File: config.mk
export PLATFORM = sky130hd
export DESIGN_NAME = cla_pipe_adder
export DESIGN_NICKNAME = d
export VERILOG_FILES = /design/src/rtl/cla_pipe_adder.sv
export SDC_FILE = /design/constraint.sdc
export NUM_CORES = 1
export LEC_CHECK = 0
export ABC_CLOCK_PERIOD_IN_PS = 4300
export CAP_MARGIN = 20
export CORE_ASPECT_RATIO = 1.5
export CORE_MARGIN = 2
export CORE_UTILIZATION = 40
export DETAILED_ROUTE_END_ITERATION = 10
export SYNTH_ARGS = -nofsm -noshare
export SYNTH_HDL_FRONTEND = slang
export SYNTH_SLANG_ARGS = --single-unit
export TNS_END_PERCENT = 20
File: constraint.sdc
create_clock -name clk -period 4.3 [get_ports clk]
set_input_delay 0.86 -clock clk [delete_from_list [all_inputs] [get_ports clk]]
set_output_delay 0.86 -clock clk [all_outputs]
set_load 0.03 [all_outputs]
File: src/rtl/cla_pipe_adder.sv
// Pipelined carry-lookahead adder.
// The operands travel down a chain of STAGES registers. Each stage resolves one
// BLK-bit group with a fully expanded lookahead carry network. The only carry
// that crosses a stage boundary is the registered carry out of each group, so
// no combinational carry path spans two stages.
// Latency is STAGES cycles from an accepted input to out_valid. The pipeline
// stalls as a whole when the output holds a result the consumer has not taken.
module cla_pipe_adder #(
  parameter int WIDTH = 16,
  parameter int BLK   = 4
) (
  input  logic             clk,
  input  logic             rst,
  input  logic             in_valid,
  output logic             in_ready,
  input  logic [WIDTH-1:0] a,
  input  logic [WIDTH-1:0] b,
  input  logic             cin,
  output logic             out_valid,
  input  logic             out_ready,
  output logic [WIDTH-1:0] s,
  output logic             cout,
  output logic             ovf
);

  // Guard the division so that a bad BLK still reaches the elaboration error below.
  localparam int STAGES = (BLK > 0) ? (WIDTH / BLK) : 1;

  // A group size that does not tile the word cannot be pipelined evenly.
  generate
    if (BLK < 1 || (WIDTH % BLK) != 0) begin : g_bad_params
      $error("cla_pipe_adder: WIDTH must be a positive multiple of BLK");
    end
  endgenerate

  // One BLK-bit lookahead group.
  // The result is packed as {carries[BLK:0], sum[BLK-1:0]}, where carries[0]
  // is the group carry-in and carries[BLK] is the group carry-out.
  // Each carry is built as a flat sum of products: c[i+1] = OR over j of
  // (gx[j] & p[j] & ... & p[i]), with gx = {g, cin}. No carry feeds the next
  // carry, so the group is a two-level network rather than a ripple chain.
  function automatic logic [2*BLK:0] cla_group(
    input logic [BLK-1:0] ga,
    input logic [BLK-1:0] gb,
    input logic           gc
  );
    logic [BLK-1:0] g;
    logic [BLK-1:0] p;
    logic [BLK:0]   gx;
    logic [BLK:0]   c;
    logic [BLK-1:0] sum;
    logic           term;
    g     = ga & gb;
    p     = ga ^ gb;
    gx    = {g, gc};
    c     = '0;
    c[0]  = gc;
    for (int i = 0; i < BLK; i++) begin
      for (int j = 0; j <= i + 1; j++) begin
        term = gx[j];
        for (int m = j; m <= i; m++) begin
          term = term & p[m];
        end
        c[i+1] = c[i+1] | term;
      end
    end
    sum = p ^ c[BLK-1:0];
    return {c, sum};
  endfunction

  // Pipeline registers.
  // Stage k holds a token before group k has been added. Its registers are:
  //   r_a / r_b : the full operands; only the upper slices are still needed
  //   r_s       : the sum slices already resolved by earlier stages
  //   r_c       : the registered carry into group k
  logic             r_valid [STAGES];
  logic [WIDTH-1:0] r_a     [STAGES];
  logic [WIDTH-1:0] r_b     [STAGES];
  logic [WIDTH-1:0] r_s     [STAGES];
  logic             r_c     [STAGES];

  // Output registers.
  logic             r_out_valid;
  logic [WIDTH-1:0] r_out_s;
  logic             r_out_cout;
  logic             r_out_ovf;

  logic             w_enable;
  logic [BLK-1:0]   w_grp_sum  [STAGES];
  logic             w_grp_cout [STAGES];
  logic             w_cmsb;
  logic [WIDTH-1:0] w_final_s;

  // Hold everything only when a finished result is waiting on the consumer.
  // Bubbles advance like tokens; the pipeline does not collapse them.
  assign w_enable = !(r_out_valid && !out_ready);
  assign in_ready = w_enable;

  // Per-stage lookahead group. Each stage reads only its own registers.
  genvar gi;
  generate
    for (gi = 0; gi < STAGES; gi++) begin : g_stage
      logic [2*BLK:0] w_res;
      assign w_res = cla_group(r_a[gi][gi*BLK +: BLK], r_b[gi][gi*BLK +: BLK], r_c[gi]);
      assign w_grp_sum[gi]  = w_res[BLK-1:0];
      assign w_grp_cout[gi] = w_res[2*BLK];
      if (gi == STAGES - 1) begin : g_msb
        // carries[BLK-1] of the top group is the carry into the word's MSB.
        assign w_cmsb = w_res[2*BLK-1];
      end
    end
  endgenerate

  // Merge the top group's sum slice into the slices resolved by earlier stages.
  always_comb begin
    w_final_s = r_s[STAGES-1];
    w_final_s[(STAGES-1)*BLK +: BLK] = w_grp_sum[STAGES-1];
  end

  // Advance the token chain by one stage whenever the pipeline is enabled.
  always_ff @(posedge clk) begin
    if (rst) begin
      for (int k = 0; k < STAGES; k++) begin
        r_valid[k] <= 1'b0;
        r_a[k]     <= '0;
        r_b[k]     <= '0;
        r_s[k]     <= '0;
        r_c[k]     <= 1'b0;
      end
    end else if (w_enable) begin
      r_valid[0] <= in_valid;
      r_a[0]     <= a;
      r_b[0]     <= b;
      r_c[0]     <= cin;
      r_s[0]     <= '0;
      for (int k = 1; k < STAGES; k++) begin
        r_valid[k] <= r_valid[k-1];
        r_a[k]     <= r_a[k-1];
        r_b[k]     <= r_b[k-1];
        r_c[k]     <= w_grp_cout[k-1];
        // Copy the resolved slices, then overwrite the slice this stage produced.
        r_s[k]                   <= r_s[k-1];
        r_s[k][(k-1)*BLK +: BLK] <= w_grp_sum[k-1];
      end
    end
  end

  // Capture a finished result. The data registers keep their last value across bubbles.
  always_ff @(posedge clk) begin
    if (rst) begin
      r_out_valid <= 1'b0;
      r_out_s     <= '0;
      r_out_cout  <= 1'b0;
      r_out_ovf   <= 1'b0;
    end else if (w_enable) begin
      r_out_valid <= r_valid[STAGES-1];
      if (r_valid[STAGES-1]) begin
        r_out_s    <= w_final_s;
        r_out_cout <= w_grp_cout[STAGES-1];
        r_out_ovf  <= w_grp_cout[STAGES-1] ^ w_cmsb;
      end
    end
  end

  assign out_valid = r_out_valid;
  assign s         = r_out_s;
  assign cout      = r_out_cout;
  assign ovf       = r_out_ovf;

endmodule

==> Word-level counts from Yosys, hierarchy flattened <==
Memory sizes are Yosys's and may differ from the RTL's. A register that Yosys moved wholly into a read port is not among the register bits.
Index checks and enable logic that the tools add are counted.
W data, S select, Z words.
{ "classes": {"muxes": 28, "bitwise_logic": 117, "n_reduce_logical": 4} }
{ "ops": {"columns": ["op", "count"], "rows": [
  ["$mux W16", 12],
  ["$or A1 B1 Y1", 63],
  ["$and A1 B1 Y1", 40],
  ["$xor A4 B4 Y4", 8],
  ["$and A4 B4 Y4", 4],
  ["$mux W1", 13],
  ["$mux W4", 3],
  ["$logic_not A1 Y1", 2],
  ["$reduce_and A2 Y1", 1],
  ["$logic_and A1 B1 Y1", 1],
  ["$not A1 Y1", 1],
  ["$xor A1 B1 Y1", 1]
]} }
{ "word_totals": {"register_bits": 19, "ram_bits": 200, "in_bits": 37, "output_inout_bits": 20, "word_cells": 158, "mem_count": 5} }
{ "mem_list": {"columns": ["name", "depth", "word_bits", "rd", "rd_clocked_by_memory_dff", "wr", "line", "rtl"], "rows": [
  ["r_a", 4, 16, 4, 0, 4, "77", "logic [WIDTH-1:0] r_a [STAGES];"],
  ["r_b", 4, 16, 4, 0, 4, "78", "logic [WIDTH-1:0] r_b [STAGES];"],
  ["r_s", 4, 16, 4, 1, 4, "79", "logic [WIDTH-1:0] r_s [STAGES];"],
  ["r_c", 4, 1, 4, 0, 4, "80", "logic r_c [STAGES];"],
  ["r_valid", 4, 1, 4, 0, 4, "76", "logic r_valid [STAGES];"]
]} }

==> Longest topological paths before layout <==
{ "depth": {"depth_word": 10, "ltp_mapped": 6, "mapped_depth_nobuf": 5} }

==> Worst setup path after synthesis <==
Ideal clock, no wire load.
{ "synth_timing": {"path_type": "input-to-reg", "start": "in out_ready", "end": "mem r_a[0][0] (enable)", "setup_time_ps": 1007, "arrival_time_ps": 3109, "path_slack_ps": 184, "stages": 3, "n_path_buf": 1, "path_cell_list": "nor2b_4 -> clkbuf_1 -> nand2_1"} }
{ "synth_lines": {"columns": ["element", "line", "rtl"], "rows": [
  ["start: declaration", "20", "input logic out_ready,"],
  ["end: declaration", "77", null]
]} }

==> Final worst setup path <==
{ "layout_timing": {"start": "in out_ready", "end": "out in_ready"} }
{ "layout_between": {"elab_chain_cells": 3} }
{ "layout_rtl": {"columns": ["element", "line", "rtl"], "rows": [
  ["$logic_not A1 Y1", "96", "assign w_enable = !(r_out_valid && !out_ready);"],
  ["$logic_and A1 B1 Y1", "96", null],
  ["$logic_not A1 Y1", "96", null],
  ["end: declaration", "15", "output logic in_ready,"]
]} }
No other way between the ends.

==> results.json <==
{
  "grt_overflow_total": 0,
  "max_freq_mhz": 303,
  "synth_top_flop_cell": "edfxtp_1",
  "cts.htree.levels": 4,
  "drive_above_1_share_pct": 10.4,
  "netlist.top_cell.by_area": "edfxtp_1",
  "firstDrtPassIters": 4,
  "routed-via-count": 3302,
  "design.final.nets": 510,
  "die_x_extent_um": 100,
  "tns_ns": 0,
  "p_sw_share_pct": 18.1,
  "cts.sinks": 131,
  "route.detailed.wl_per_inst_um": 14.5,
  "io_pins": 57,
  "synth.cells.most_frequent": "edfxtp_1 (112), and3_1 (102), ha_1 (20), dfxtp_1 (19), a21oi_1 (18)",
  "final_min_period_over_clock_period_pct": 76.7,
  "regToRegEndpoint": "r_s[3][11]",
  "number_of_global_route_vias_before_repair": 3226,
  "report.final.slew_viol_count": 0,
  "run_status": "complete, no violations",
  "crit_path_end": "in_ready",
  "endpoints_failing_hold": 0,
  "tritoncts_clock_tree": "yes",
  "drc": 0,
  "worst-r2r-cell-count": 5,
  "mappedNetlistArea_sq_um": 5540,
  "power.sequential.fraction_pct": 44.0,
  "reg2reg_setup_slack_ns": 2.38,
  "clock-skew-final_ns": 0.00751,
  "clock-root-buffer": "clkbuf_16",
  "p_int_w": 0.00272,
  "post-route-util_pct": 51.2,
  "synthesis.nets": 459,
  "final-seq-area_sq_um": 3740,
  "synth.most_common_cell": "edfxtp_1",
  "clkPwrFrac_pct": 51.7,
  "drv.max_cap_violation_count": 0,
  "drt_iter0_markers": 141,
  "synthesis.instances": 398,
  "start_util_pct": 40.9,
  "arrival_ns": 2.44,
  "setup_viol": 0,
  "worst_slew_pin_slew_ns": 0.696,
  "ys_seq_area_share_pct": 67.6,
  "clk_transition_reported_paths_ns": 0.05,
  "static-leakage-power_nw": 3.12,
  "r2r-start": "out_valid",
  "ctsResizeCount": 0,
  "worst_setup_path_start_kind": "primary input",
  "antenna_found_initial": 0,
  "finalWeightedCongestion": 0.682,
  "synth_cell_types": 42,
  "syn2layout_area_growth_pct": 25.1,
  "synth.top_cells.by_area": "edfxtp_1 (61%), and3_1 (12%), dfxtp_1 (6.9%), ha_1 (4.5%), a21oi_1 (1.6%)",
  "final.min_clock_period_ns": 3.30,
  "power.net_switching_w": 0.000601,
  "worst_ep_required_time_ns": 3.44,
  "worstHoldPathType": "reg -> reg",
  "power.combinational.fraction_pct": 4.4,
  "rsz0062_at_grt": "false",
  "yosysTopAreaCellShare_pct": 60.8,
  "cts-buffers-inserted": 17,
  "pin_count_of_the_biggest_net_entering_global_routing": 87,
  "fp-row-count": 52,
  "cts_setup_buffers": 0,
  "numPortBuffers": 56,
  "fp.coreArea_sq_um": 13500,
  "grt_util_all_layers_pct": 12.8,
  "synth_warnings": 0,
  "multi_input_gate_area_sq_um": 1630,
  "buffer_depth_of_the_longest_clock_path": 2,
  "ir_worst_vdd_uv": 289,
  "critPathCaptureType": "output pin",
  "die_height_um": 148,
  "slew-limit-headroom_pct": 53.6,
  "residual_antenna_violating_net_count_after_detailed_routing": 0,
  "route.detailed.vias_per_inst": 5.30,
  "dpl.hpwl_mm": 5.28,
  "holdBufCountCts": 0,
  "fin_hold_ws_ns": 0.475,
  "clkLatencyLatePin_ns": 0.41,
  "critical_path_class": "in -> out",
  "dieArea_sq_um": 14800,
  "routed_wirelength_mm": 9.02,
  "power-per-cell-area_nw_per_um2": 480,
  "timing.critical_path.from": "out_ready",
  "fillerInstances": 1152,
  "number_of_synthesized_register_bits": 131,
  "synth_area_per_cell_sq_um": 13.9,
  "grt_pass1_wl_mm": 14.8,
  "synth_edf_count": 112,
  "crit_fanout": 41,
  "insertedDiodeCount": 0,
  "postSynth.asyncResetShare_pct": 0
}
[worst max-delay path, stage by stage]
cell and delay, ns:
clkdlybuf4s50_1 0.50, nor2b_4 0.06, inv_4 0.27, clkdlybuf4s50_1 0.74
[stage by stage]
stage / setup slack [ns] / cells / power [W] / instance area (sq um)
finish: 1.00 / 623 / 0.00332 / 6920
global route: 0.943 / 623 / 0.00342 / 6920
CTS: 0.991 / 623 / 0.00335 / 6920
detailed placement: 0.997 / 592 / 0.00163 / 6210
global placement: 0.996 / 592 / 0.00162 / 6210
floorplan: 0.184 / 398 / 0.00157 / 5540
[kinds of logic after synthesis]
kind of cell	synth area share, %
simple gates	15.5
flops	67.6
compound gates	6.60
buf+inv	3.10
fa+ha+maj	5.97
xor+xnor	0.633
mux	0.588
[layout make-up]
class | instances | share of cell area, %
flip-flops and latches | 131 | 54.1
repair buffers | 63 | 9.04
clock buffers | 17 | 6.14
multi-input cells | 233 | 23.5
clock inverters | 14 | 4.10
inverters | 3 | 0.199
well taps | 162 | 2.93
[state kept, by name (all words and copies together), names as in the netlist]
signal     flops
r_a           40
cout           1
r_b           40
r_s           24
ovf            1
r_c            4
out_valid      1
s             16
r_valid        4
[power by group through the flow]
stage	clock [W]	combinational [W]	sequential [W]
floorplan	0	0.0000874	0.00148
global placement	0	0.000141	0.00148
detailed placement	0	0.000146	0.00149
CTS	0.00174	0.000147	0.00146
global route	0.00179	0.000161	0.00147
finish	0.00172	0.000145	0.00146
[how the worst min path moves through the flow]
stage          endpoint  slack, ns  depth (start not counted)       start
2_1_floorplan     s[10]       0.49                          2  r_s[3][10]
3_3_place_gp       s[3]       0.46                          2        s[3]
3_5_place_dp       s[4]       0.47                          2        s[4]
4_1_cts            s[4]       0.48                          2        s[4]
5_1_grt            s[7]       0.50                          2        s[7]
6_report           s[7]       0.48                          2        s[7]
[cell usage in the layout (no fill, tap or decap), drive strengths merged, types with 2 or more instances in the layout]
master         count
nand2              4
o22a               2
clkbuf            17
nor2               8
nand3             15
edfxtp           112
bufinv             8
nor3               9
dfxtp             19
xnor2              4
and3             102
a22o               2
a211oi             2
inv                3
o211ai             2
clkdlybuf4s50     56
or2                3
nand4              2
a21oi             18
o2111ai            2
ha                20
o21a               7
mux2               2
buf                7
o21ai             15
clkinv             5
fa                 4
[metal layers]
layer	vias up	global-route usage, %	share of wire, %
met5	-	0	0
met4	0	6.58	1.4
met3	8	3.67	3.9
met2	77	21.7	52
met1	1599	14.6	43
li1	1618	-	-
Power figures use the tool's default switching activity.
